`src/rtl/char_pkg.sv`:
```
// char_pkg: character index enumeration and default glyph patterns for the 4x4 grid
package char_pkg;
    typedef enum logic [1:0] {CH_A, CH_J, CH_N, CH_X} char_idx_e;
    localparam logic [15:0] PAT_A = 16'h9F8F;
    localparam logic [15:0] PAT_J = 16'h6998;
    localparam logic [15:0] PAT_N = 16'h9DA9;
    localparam logic [15:0] PAT_X = 16'h9679;
    function automatic logic [15:0] default_pattern(int idx);
        return idx == int'(CH_A) ? PAT_A :
               idx == int'(CH_J) ? PAT_J :
               idx == int'(CH_N) ? PAT_N :
               idx == int'(CH_X) ? PAT_X : 16'h0000;
    endfunction
endpackage

```
`src/rtl/phase_div.sv`:
```
// phase_div: programmable half-period divider producing the reference phase and a 1->0 strobe
module phase_div #(
    parameter int DIV_W = 8
) (
    input  logic             clk,
    input  logic             rst_n,
    input  logic             enable,
    input  logic [DIV_W-1:0] half_period,
    output logic             phase,
    output logic             phase_fall
);
    logic [DIV_W-1:0] div_cnt;
    logic             term;
    // >= lets a shrunken half_period take effect without waiting for a counter wrap
    assign term = div_cnt >= half_period;
    assign phase_fall = enable && term && phase;
    always_ff @(posedge clk or negedge rst_n) begin
        if (!rst_n) begin
            div_cnt <= '0;
            phase <= 1'b0;
        end else if (!enable) begin
            div_cnt <= '0;
            phase <= 1'b0;
        end else if (term) begin
            div_cnt <= '0;
            phase <= ~phase;
        end else begin
            div_cnt <= div_cnt + 1'b1;
        end
    end
endmodule

```
`src/rtl/char_pattern_gen.sv`:
```
// char_pattern_gen: phase-encoded character pattern driver with manual and auto-sequence selection
module char_pattern_gen
    import char_pkg::*;
#(
    parameter int NUM_PIXELS = 16,
    parameter int NUM_CHARS = 4,
    parameter int DIV_W = 8,
    parameter int DWELL_W = 16,
    localparam int SEL_W = $clog2(NUM_CHARS)
) (
    input  logic                  clk,
    input  logic                  rst_n,
    input  logic                  enable,
    input  logic                  mode,
    input  logic [SEL_W-1:0]      char_select,
    input  logic [DIV_W-1:0]      half_period,
    input  logic [DWELL_W-1:0]    dwell,
    input  logic                  wr_en,
    input  logic [SEL_W-1:0]      wr_addr,
    input  logic [NUM_PIXELS-1:0] wr_data,
    output logic [NUM_PIXELS-1:0] pixel_out,
    output logic                  phase,
    output logic [SEL_W-1:0]      cur_char,
    output logic                  char_change
);
    localparam logic [SEL_W:0]   NC = (SEL_W + 1)'(NUM_CHARS);
    localparam logic [SEL_W-1:0] LAST = SEL_W'(NUM_CHARS - 1);
    logic [NUM_PIXELS-1:0] pat [NUM_CHARS];
    logic [DWELL_W-1:0]    dwell_cnt, dwell_next, dmax;
    logic [SEL_W-1:0]      cur_next, cur_prev;
    logic                  mode_q, fall, step;
    phase_div #(.DIV_W(DIV_W)) u_div (
        .clk        (clk),
        .rst_n      (rst_n),
        .enable     (enable),
        .half_period(half_period),
        .phase      (phase),
        .phase_fall (fall)
    );
    always_ff @(posedge clk or negedge rst_n) begin
        if (!rst_n) begin
            for (int i = 0; i < NUM_CHARS; i++)
                pat[i] <= NUM_PIXELS == 16 ? NUM_PIXELS'(default_pattern(i)) : '0;
        end else if (wr_en && {1'b0, wr_addr} < NC) begin
            pat[wr_addr] <= wr_data;
        end
    end
    // a dwell of 0 behaves as 1; the first auto cycle only clears the count
    always_comb begin
        dmax = dwell == '0 ? DWELL_W'(1) : dwell;
        step = mode && mode_q && fall && dwell_cnt >= dmax - 1'b1;
        dwell_next = (mode && !mode_q) || step ? '0 :
                     mode && fall ? dwell_cnt + 1'b1 : dwell_cnt;
        cur_next = !mode ? ({1'b0, char_select} < NC ? char_select : cur_char) :
                   step ? (cur_char == LAST ? '0 : cur_char + 1'b1) : cur_char;
    end
    always_ff @(posedge clk or negedge rst_n) begin
        if (!rst_n) begin
            pixel_out <= '0;
            cur_char <= '0;
            cur_prev <= '0;
            dwell_cnt <= '0;
            mode_q <= 1'b0;
        end else begin
            pixel_out <= enable ? pat[cur_char] ^ {NUM_PIXELS{~phase}} : '0;
            cur_char <= cur_next;
            cur_prev <= cur_char;
            dwell_cnt <= dwell_next;
            mode_q <= mode;
        end
    end
    assign char_change = cur_char != cur_prev;
endmodule

```
`config.mk`:
```
export PLATFORM = sky130hd
export DESIGN_NAME = char_pattern_gen
export DESIGN_NICKNAME = d
export VERILOG_FILES = /design/src/rtl/char_pkg.sv /design/src/rtl/phase_div.sv /design/src/rtl/char_pattern_gen.sv
export SDC_FILE = /design/constraint.sdc
export NUM_CORES = 1
export LEC_CHECK = 0
export BUFFER_PORTS_ARGS = -buffer_cell sky130_fd_sc_hd__buf_2
export CORE_ASPECT_RATIO = 0.75
export CORE_MARGIN = 1
export CORE_UTILIZATION = 55
export CTS_CLUSTER_SIZE = 28
export DETAILED_ROUTE_END_ITERATION = 8
export PLACE_DENSITY = 0.76
export SYNTH_ARGS = -nofsm -noshare
export SYNTH_HDL_FRONTEND = slang
export SYNTH_SLANG_ARGS = --single-unit
```
`constraint.sdc`:
```
create_clock -name clk -period 6.4 [get_ports clk]
set_input_delay 0.64 -clock clk [delete_from_list [all_inputs] [get_ports clk]]
set_output_delay 0.64 -clock clk [all_outputs]
set_load 0.02 [all_outputs]
```
==> qor.yml <==
htree_levels: 3
status: "complete, no violations"
grt_pass1_vias: 3828
clock-sinks: 110
final_common_cell: "dfrtp_1"
slew_headroom_pct: 17.4
synthCells: 469
fillers: 819
grt_setup_unrepaired: "false"
crit_arrival_ps: 4290
synth_cell_type_count: 44
tns_ps: 0
wl_met1_um: 5320
highest_layer: "met4"
clk_pin_slew_ps: 70
remaining_drc_errors: 0
setup_viol: 0
dpl_worst_slack_ps: 1940
cts_root_buffer: "clkbuf_16"
seq_power_share_pct: 50.8
syn-num-nets: 546
drt_iter0_markers: 139
grt_first_pass_wirelength_um: 19000
synth-main-ff-cell: "dfrtp_1"
final_cell_mix: "74 x dfrtp_1, 67 x buf_2, 64 x mux2_2"
dr_wl_met3_um: 533
fin_cells: 674
start_kind: "input pin"
drt-pass1-iter-count: 4
power_density_nw_per_um2: 263
worstMarginPinSlew_ps: 1240
comb_power_share_pct: 18.2
cts_resized: 0
layout_min_cycle_time_ps: 4110
required_ps: 6580
dp_hpwl_um: 7910
diodes: 0
max_clock_freq_mhz: 243
slew_viol_final: 0
hold_slack_ps: 344
grt_usage_pct: 22.7
cp_max_fo: 14
grt_max_degree: 58
cts_tree: "yes"
route.antenna.remaining_nets: 0
ys_ff_latch: 110
synth_edf_count: 0
placed_area_um2: 6260
timing.final.crit_share_pct: 64.2
end_kind: "flip-flop"
netSwitchingFraction_pct: 26.3
gp_congestion: 0.825
reg2reg_from: "u_div.div_cnt[2]"
holdCritPathClass: "input pin to asynchronous set/reset pin"
ir_worst_vdd_mv: 0.207
wl_per_cell_um: 17.1
async_flop_share_pct: 100
synth_area_um2: 5800
p_switching_uw: 452
wl_um: 11500
p_leak_nw: 2.79
internal_power_mw: 1.27
yosysWarningCount: 0
maxCapViolCount: 0
io_buffers: 68
cts_buffers: 9
dieArea_um2: 11000
gr-total-overflow: 0
fp.dieW_um: 121
route.met2.wl_um: 5580
clk_path_buf_depth: 2
finClkSkew_ps: 8.91
clk_latency_ps: 350
p_total_mw: 1.72
postSynthAreaPerCell_um2: 12.4
ios: 69
rows: 32
antenna_found_initial: 1
post_cts_buffers: 0
p_clk_share_pct: 31.0
utilization_pct: 63.8
ys_seq_area_share_pct: 48.3
routed-via-count: 3836
core_area_um2: 10200
layout_setup_ws_ps: 2290
nNetsFinal: 610
hold_viol: 0
drive_above_1_share_pct: 39.4
crit_start: "dwell[5]"
start_util_pct: 56.6
finalInstanceArea_um2: 6540
viasPerCell: 5.69
area_delta_synth_final_pct: 12.8
dp_cells: 658
hold_buffers: 0
critPathKind: "input pin to flip-flop"
die_y_um: 90.9
[synth_stat cells (all sizes together), types with 9 or more instances]
library cell / instances / area share (%)
and2: 18 / 1.9
nand2: 19 / 1.2
dfrtp: 74 / 32
nor2: 21 / 1.4
clkbuf: 9 / 0.58
mux4: 16 / 6.2
inv: 16 / 1.0
nand3: 14 / 1.2
a211oi: 11 / 1.4
nor3: 19 / 1.8
xor2: 9 / 1.4
mux2: 64 / 12
a21oi: 13 / 1.1
xnor2: 42 / 6.3
dfstp: 36 / 16
buf: 10 / 0.86
ha: 28 / 6.0
[state kept, by name, indices dropped and copies added, names as in the netlist]
| signal | flops |
|---|---|
| u_div.phase | 1 |
| cur_prev | 2 |
| pixel_out | 16 |
| u_div.div_cnt | 8 |
| pat | 64 |
| dwell_cnt | 16 |
| cur_char | 2 |
| mode_q | 1 |
[path summary, 6_finish.rpt]
check | end | slack (ps) | depth (start not counted)
worst max-delay path | dwell_cnt[14] | 2290 | 15
worst min-delay path | dwell_cnt[9] | 340 | 1
worst max register to register | dwell_cnt[10] | 3370 | 7
worst min register to register | u_div.div_cnt[0] | 510 | 1
max in group asynchronous | pat[8] | 4900 | 2
min in group clk | mode_q | 500 | 1
[final cells by class]
class / count / area, um2 / area share (%)
sequential: 110 / 2800 / 42.8
timing repair buffer: 72 / 373 / 5.70
clock inverter: 6 / 51.3 / 0.785
inverter: 16 / 60.1 / 0.919
tap: 136 / 170 / 2.60
multi-input combinational: 324 / 2860 / 43.7
clock buffer: 10 / 229 / 3.50
[power groups by stage]
| stage | Sequential, mW | Combinational [mW] | Clock (mW) |
|---|---|---|---|
| 2_1_floorplan | 0.891 | 0.205 | 0 |
| 3_3_place_gp | 0.878 | 0.304 | 0 |
| 3_5_place_dp | 0.885 | 0.316 | 0 |
| 4_1_cts | 0.873 | 0.317 | 0.547 |
| 5_1_grt | 0.886 | 0.342 | 0.573 |
| 6_report | 0.873 | 0.312 | 0.533 |
[cell families after synthesis]
family	synth area share, %
adders and majority gates	6.04
DFF	48.3
and+or+nand+nor	11.5
muxes	18.6
buffers and inverters	2.48
AOI/OAI and AO/OA	5.35
xor gates and xnor gates	7.70
[critical path, stage by stage]
cell     delay, ps
buf_2          130
or4_4          580
nor4_4         220
and4_4         310
nor2_1          70
ha_1           240
nand2_1        180
nor2_1          80
xnor2_1        120
ha_1           290
nand4_1        140
nor4_1         310
a211o_1        280
and3_1         570
nor3_1         110
[metal layers]
layer  up-vias  track usage [%]
met1      1948             30.8
met3         9             6.06
met4         0             3.81
met2        70             37.1
li1       1809                -
met5         -                0
No activity file was read; power rests on OpenSTA's default activity.
